$ cat config.mk
export PLATFORM = sky130hd
export DESIGN_NAME = ssd_scan_monitor
export DESIGN_NICKNAME = d
export VERILOG_FILES = /design/src/rtl/ssd_scan_monitor.sv
export SDC_FILE = /design/constraint.sdc
export NUM_CORES = 1
export LEC_CHECK = 0
export CORE_MARGIN = 2
export CORE_UTILIZATION = 48
export DETAILED_ROUTE_END_ITERATION = 6
export MAX_ROUTING_LAYER = met4
export PLACE_DENSITY = 0.76
export REMOVE_ABC_BUFFERS = 1
export SLEW_MARGIN = 20
export SYNTH_ARGS = -nofsm -noshare
export SYNTH_HDL_FRONTEND = slang
export SYNTH_SLANG_ARGS = --single-unit
$ cat constraint.sdc
create_clock -name stateClk -period 2.9 [get_ports stateClk]
set_input_delay 0.58 -clock stateClk [delete_from_list [all_inputs] [get_ports stateClk]]
set_output_delay 0.58 -clock stateClk [all_outputs]
set_load 0.01 [all_outputs]
$ cat src/rtl/ssd_scan_monitor.sv
// ssd_scan_monitor
//   Receive-side monitor for a 4-digit multiplexed seven-segment bus. It
//   synchronizes the scanned anode/segment bus and qualifies each scan slot
//   for stability. It decodes the active-low glyph back to a hex value and
//   rebuilds per-digit value, valid and lit (mode) state.
//
// Ports
//   stateClk    sampling clock, rising edge
//   rst         asynchronous reset, active high
//   an[3:0]     anode bus, active low; an[i]=0 selects digit i
//   seg[6:0]    segment bus {g,f,e,d,c,b,a}, active low
//   digit0..3   last decoded hex value per digit
//   valid[3:0]  digit's last capture was a legal hex glyph
//   mode[3:0]   digit's last capture had at least one segment lit
//   update      one-cycle pulse on every capture
//   error       one-cycle pulse on entry into a multiple-anode-low condition
//
// Optional build macro SSD_SCAN_MONITOR_FRAME_EN adds:
//   frame_done       one-cycle pulse when all four digits have been captured
//   frame_count[7:0] wrapping count of completed frames
//
// FSM states
//   state | meaning
//   IDLE  | no legal slot on the bus (all anodes high or several low)
//   QUAL  | legal slot held in snapshot, counting identical samples
//   HOLD  | slot captured, waiting for the bus to change

module ssd_scan_monitor #(
    parameter int STABLE_COUNT  = 4,
    parameter int TIMEOUT_COUNT = 64
) (
    input  logic       stateClk,
    input  logic       rst,
    input  logic [3:0] an,
    input  logic [6:0] seg,
    output logic [3:0] digit0,
    output logic [3:0] digit1,
    output logic [3:0] digit2,
    output logic [3:0] digit3,
    output logic [3:0] valid,
    output logic [3:0] mode,
    output logic       update,
    output logic       error
`ifdef SSD_SCAN_MONITOR_FRAME_EN
    ,
    output logic       frame_done,
    output logic [7:0] frame_count
`endif
);

    localparam int CNT_MAX = (STABLE_COUNT > TIMEOUT_COUNT) ? STABLE_COUNT : TIMEOUT_COUNT;
    localparam int CW      = $clog2(CNT_MAX + 1);
    localparam logic [CW-1:0] STABLE_LIM = CW'(STABLE_COUNT);
    localparam logic [CW-1:0] TIME_LIM   = CW'(TIMEOUT_COUNT);

    typedef enum logic [1:0] {IDLE, QUAL, HOLD} state_t;

    state_t        state;
    logic [3:0]    an_s1, an_s2;
    logic [6:0]    seg_s1, seg_s2;
    logic [10:0]   sample;
    logic [10:0]   snap;
    logic [1:0]    snap_idx;
    logic [CW-1:0] cnt;
    logic [CW-1:0] cnt_inc;
    logic [CW-1:0] tcnt [4];
    logic [3:0]    digit_q [4];
    logic          prev_multi;

    logic          slot_legal;
    logic          slot_multi;
    logic [1:0]    slot_idx;
    logic          same;
    logic          reeval;
    logic          cap_now;
    logic [4:0]    glyph;

    // Returns {legal, value} for an active-low {g..a} segment pattern.
    function automatic logic [4:0] decode_glyph(input logic [6:0] s);
        case (s)
            7'h40:   return 5'h10;
            7'h79:   return 5'h11;
            7'h24:   return 5'h12;
            7'h30:   return 5'h13;
            7'h19:   return 5'h14;
            7'h12:   return 5'h15;
            7'h02:   return 5'h16;
            7'h78:   return 5'h17;
            7'h00:   return 5'h18;
            7'h10:   return 5'h19;
            7'h08:   return 5'h1A;
            7'h03:   return 5'h1B;
            7'h46:   return 5'h1C;
            7'h21:   return 5'h1D;
            7'h06:   return 5'h1E;
            7'h0E:   return 5'h1F;
            default: return 5'h00;
        endcase
    endfunction

    // Two-flop synchronizers; reset to the idle bus so no slot appears.
    always_ff @(posedge stateClk or posedge rst) begin
        if (rst) begin
            an_s1  <= 4'hF;
            an_s2  <= 4'hF;
            seg_s1 <= 7'h7F;
            seg_s2 <= 7'h7F;
        end else begin
            an_s1  <= an;
            an_s2  <= an_s1;
            seg_s1 <= seg;
            seg_s2 <= seg_s1;
        end
    end

    assign sample = {an_s2, seg_s2};

    always_comb begin
        slot_legal = 1'b1;
        slot_idx   = 2'd0;
        case (an_s2)
            4'b1110: slot_idx = 2'd0;
            4'b1101: slot_idx = 2'd1;
            4'b1011: slot_idx = 2'd2;
            4'b0111: slot_idx = 2'd3;
            default: slot_legal = 1'b0;
        endcase
    end

    assign slot_multi = !slot_legal && (an_s2 != 4'hF);
    assign same       = (sample == snap);
    // Any sample that is not a repeat of the held slot is judged afresh.
    assign reeval     = (state == IDLE) || !same;
    assign cnt_inc    = cnt + CW'(1);
    assign cap_now    = (state == QUAL) && same && (cnt_inc == STABLE_LIM);
    assign glyph      = decode_glyph(snap[6:0]);

    always_ff @(posedge stateClk or posedge rst) begin
        if (rst) begin
            state      <= IDLE;
            snap       <= 11'h7FF;
            snap_idx   <= 2'd0;
            cnt        <= '0;
            prev_multi <= 1'b0;
            update     <= 1'b0;
            error      <= 1'b0;
            valid      <= 4'h0;
            mode       <= 4'h0;
            for (int i = 0; i < 4; i++) begin
                tcnt[i]    <= '0;
                digit_q[i] <= 4'h0;
            end
        end else begin
            update     <= 1'b0;
            error      <= 1'b0;
            prev_multi <= slot_multi;

            if (reeval) begin
                if (slot_legal) begin
                    snap     <= sample;
                    snap_idx <= slot_idx;
                    cnt      <= CW'(1);
                    state    <= QUAL;
                end else begin
                    cnt   <= '0;
                    state <= IDLE;
                    error <= slot_multi && !prev_multi;
                end
            end else if (state == QUAL) begin
                cnt <= cnt_inc;
                if (cap_now) begin
                    state <= HOLD;
                end
            end

            for (int i = 0; i < 4; i++) begin
                if (cap_now && (snap_idx == i[1:0])) begin
                    tcnt[i] <= '0;
                end else if (tcnt[i] != TIME_LIM) begin
                    tcnt[i] <= tcnt[i] + CW'(1);
                    if (tcnt[i] + CW'(1) == TIME_LIM) begin
                        mode[i]  <= 1'b0;
                        valid[i] <= 1'b0;
                    end
                end
            end

            // Placed after the timeout loop so a coinciding capture wins.
            if (cap_now) begin
                update <= 1'b1;
                if (snap[6:0] == 7'h7F) begin
                    mode[snap_idx]  <= 1'b0;
                    valid[snap_idx] <= 1'b0;
                end else if (glyph[4]) begin
                    digit_q[snap_idx] <= glyph[3:0];
                    valid[snap_idx]   <= 1'b1;
                    mode[snap_idx]    <= 1'b1;
                end else begin
                    mode[snap_idx]  <= 1'b1;
                    valid[snap_idx] <= 1'b0;
                end
            end
        end
    end

    assign digit0 = digit_q[0];
    assign digit1 = digit_q[1];
    assign digit2 = digit_q[2];
    assign digit3 = digit_q[3];

`ifdef SSD_SCAN_MONITOR_FRAME_EN
    logic [3:0] seen;
    logic [3:0] seen_next;

    assign seen_next = seen | (cap_now ? (4'b0001 << snap_idx) : 4'b0000);

    always_ff @(posedge stateClk or posedge rst) begin
        if (rst) begin
            seen        <= 4'h0;
            frame_done  <= 1'b0;
            frame_count <= 8'h00;
        end else begin
            frame_done <= 1'b0;
            if (seen_next == 4'hF) begin
                frame_done  <= 1'b1;
                frame_count <= frame_count + 8'd1;
                seen        <= 4'h0;
            end else begin
                seen <= seen_next;
            end
        end
    end
`endif

endmodule

==> impl_metrics.ini <==
[floorplan]
dieArea_um2 = 11100
start_util = 0.487
die_h_um = 105
ios = 39
core_um2 = 10100
fp-row-count = 37
die_w_um = 105

[clock_network]
clkLatencyLatePin_ps = 380
cts.reportedPaths.clkPinSlew_ps = 110
cts_resized = 0
clk_path_buf_depth = 2
postCtsSetupRepairBufs = 0
cts_num_sinks = 99
cts_made_buffers = 9
cts_htree_levels = 3
cts_hold_buffers = 0
clockRootBuffer = clkbuf_8
cts_tree = yes

[detailed_routing]
wl_met1_um = 3910
first_pass_iters = 5
drc_errors = 0
wl_met2_um = 4880
wl_met3_um = 410
via_count = 3467
routed_wl_um = 9440
wl_per_cell_um = 15.1
first_iter_violations = 175
highest_layer = met4
vias_per_cell = 5.54
drtAntennaViolNets = 0

[critical_path]
cp.required_ps = 3170
cp-end-kind = flip-flop
reg2reg_to = digit1[0]
crit_path_max_incr_delay_ps = 690
critPathTopFamily = simple AND/OR/NAND/NOR gates
critPathLaunchType = flip-flop
ff2ff_path_depth = 5
critPathArrivalTime_ps = 2940
worst-path-buf-inv = 0
r2r-start = snap[4]
path_cells = nor4bb_1 > nor3b_1 > nor4_4 > nor2_1 > mux2_2
slowest_stage = dfstp_2
rrSetupSlack_ps = 230
critical_path_class = reg2reg
crit_fanout = 14

[placement]
place.gp.congestion = 0.839
placed_area_um2 = 5400
dpl.hpwl_um = 6660
port-buffer-count = 38
place_worst_setup_slack_ps = 322

[hold_path]
worstHoldPathType = reg2reg
hold_depth = 0
hold_start = an_s1[3]
hold_path_end = an_s2[3]

[timing]
period_share = 0.922
timing.hold.ws_ps = 360
setup_viol = 0
fmax_mhz = 374
slew_violations = 0
layout_setup_ws_ps = 228
slew_headroom = 0.337
period_minus_slack_ps = 2670
setup_tns_ps = 0
fin_skew_ps = 16.4
rsz0062_at_grt = false
tightestPinTransition_ps = 991
hold_viol_final = 0

[grt]
overflow = 0
grt_max_degree = 60
antenna_found_initial = 0
grt_pass1_wl_um = 15800
grt_use_total = 0.183
grt_pass1_vias = 3355

[finish]
fin_area_um2 = 5610
fillers = 859
layout_common_cells = dfrtp_1, nor2_1, clkdlybuf4s50_1, dfstp_2, nand2_1
n_antenna_cell = 0
area_growth_pct = 13.6
final_common_cell = dfrtp_1
postLayoutCoreUtil = 0.554
drive_gt1_frac = 0.190
nNetsFinal = 508

[logic_synthesis]
synth_edf_count = 0
yosysTopAreaCell = dfrtp_1
async_flop_share = 1.00
synth_ff_type = dfrtp_1
synth_cells = 455
synth_warnings = 0
ys_seq_area_frac = 0.510
synth_cell_types = 62
synth_top_area_frac = 0.334
yosys_register_bits = 99
synthTopCellsByArea = dfrtp_1, dfstp_2, mux2_2, nor2_1, xnor2_1
synth_area_um2 = 4940
avgSynthCellArea_um2 = 10.9

[status]
status = finished clean

[power]
peakVddDrop_uv = 403
p_leak_nw = 2.27
pwr_density_cell_nw_per_um2 = 513

[run]
cap_violations = 0
Yosys cell counts (3+ instances only):
| cell | instances |
|---|---|
| mux2i_1 | 4 |
| nand4b_1 | 3 |
| nor3_1 | 4 |
| nand2b_1 | 4 |
| buf_6 | 5 |
| nor2_1 | 55 |
| or3_1 | 6 |
| nor4_1 | 6 |
| nand2_1 | 31 |
| inv_1 | 11 |
| nand3_1 | 25 |
| nor4b_1 | 6 |
| mux2_2 | 22 |
| nand3b_1 | 10 |
| nand4_1 | 5 |
| nor3b_1 | 3 |
| dfrtp_1 | 66 |
| xnor2_2 | 3 |
| o21ai_0 | 24 |
| clkbuf_1 | 6 |
| xor2_1 | 14 |
| buf_2 | 10 |
| mux2_1 | 4 |
| ha_1 | 10 |
| and3_1 | 5 |
| a21oi_1 | 14 |
| dfstp_2 | 33 |
| xnor2_1 | 21 |
through the flow:
step                      instances  power [mW]
after floorplan                 433        1.86
after global placement          610        1.95
after detailed placement        610        1.98
after CTS                       626        2.91
after global routing            626        3.01
final                           626        2.88
flip-flops by register name (all words and copies together), names as in the netlist:
register / flops
tcnt: 28
state: 2
snap_idx: 2
an_s1: 4
update: 1
digit1: 4
an_s2: 4
seg_s1: 7
digit0: 4
cnt: 7
digit3: 4
valid: 4
snap: 11
seg_s2: 7
digit2: 4
error: 1
prev_multi: 1
mode: 4
how the worst max path moves through the flow:
stage	start	end	slack, ps	cells past startpoint
floorplan	rst	cnt[0]	-220	1
global placement	snap[3]	digit1[1]	120	6
detailed placement	an_s2[0]	snap_idx[0]	320	6
CTS	an_s2[0]	snap_idx[0]	280	6
global route	snap[4]	digit1[0]	30	6
finish	snap[4]	digit1[0]	230	5
layout make-up:
| cell class | count | area [µm²] | share of cell area |
|---|---|---|---|
| multi-input combinational | 323 | 2250 | 0.402 |
| clock buffer | 11 | 174 | 0.0310 |
| clock inverter | 5 | 37.5 | 0.00669 |
| sequential | 99 | 2520 | 0.449 |
| timing repair buffer | 41 | 415 | 0.0740 |
| tap | 136 | 170 | 0.0303 |
| inverter | 11 | 42.5 | 0.00758 |
logic make-up after synthesis:
| kind of cell | Yosys count | synth area share |
|---|---|---|
| DFF | 99 | 0.510 |
| AOI/OAI and AO/OA | 58 | 0.0724 |
| buffers and inverters | 33 | 0.0359 |
| and+or+nand+nor | 184 | 0.204 |
| adders and majority gates | 11 | 0.0273 |
| muxes | 30 | 0.0673 |
| xor gates and xnor gates | 40 | 0.0830 |
power by group:
group	total (mW)	internal [mW]	switching, mW
registers	1.62	1.48	0.139
clock network	0.926	0.423	0.502
logic	0.334	0.170	0.164
total	2.88	2.07	0.805
layer usage:
layer,global-route usage,vias to the layer above
met5,-,-
met4,0.0705,0
met3,0.0476,26
met2,0.309,89
met1,0.209,1707
li1,-,1645
Power figures use the tool's default switching activity.
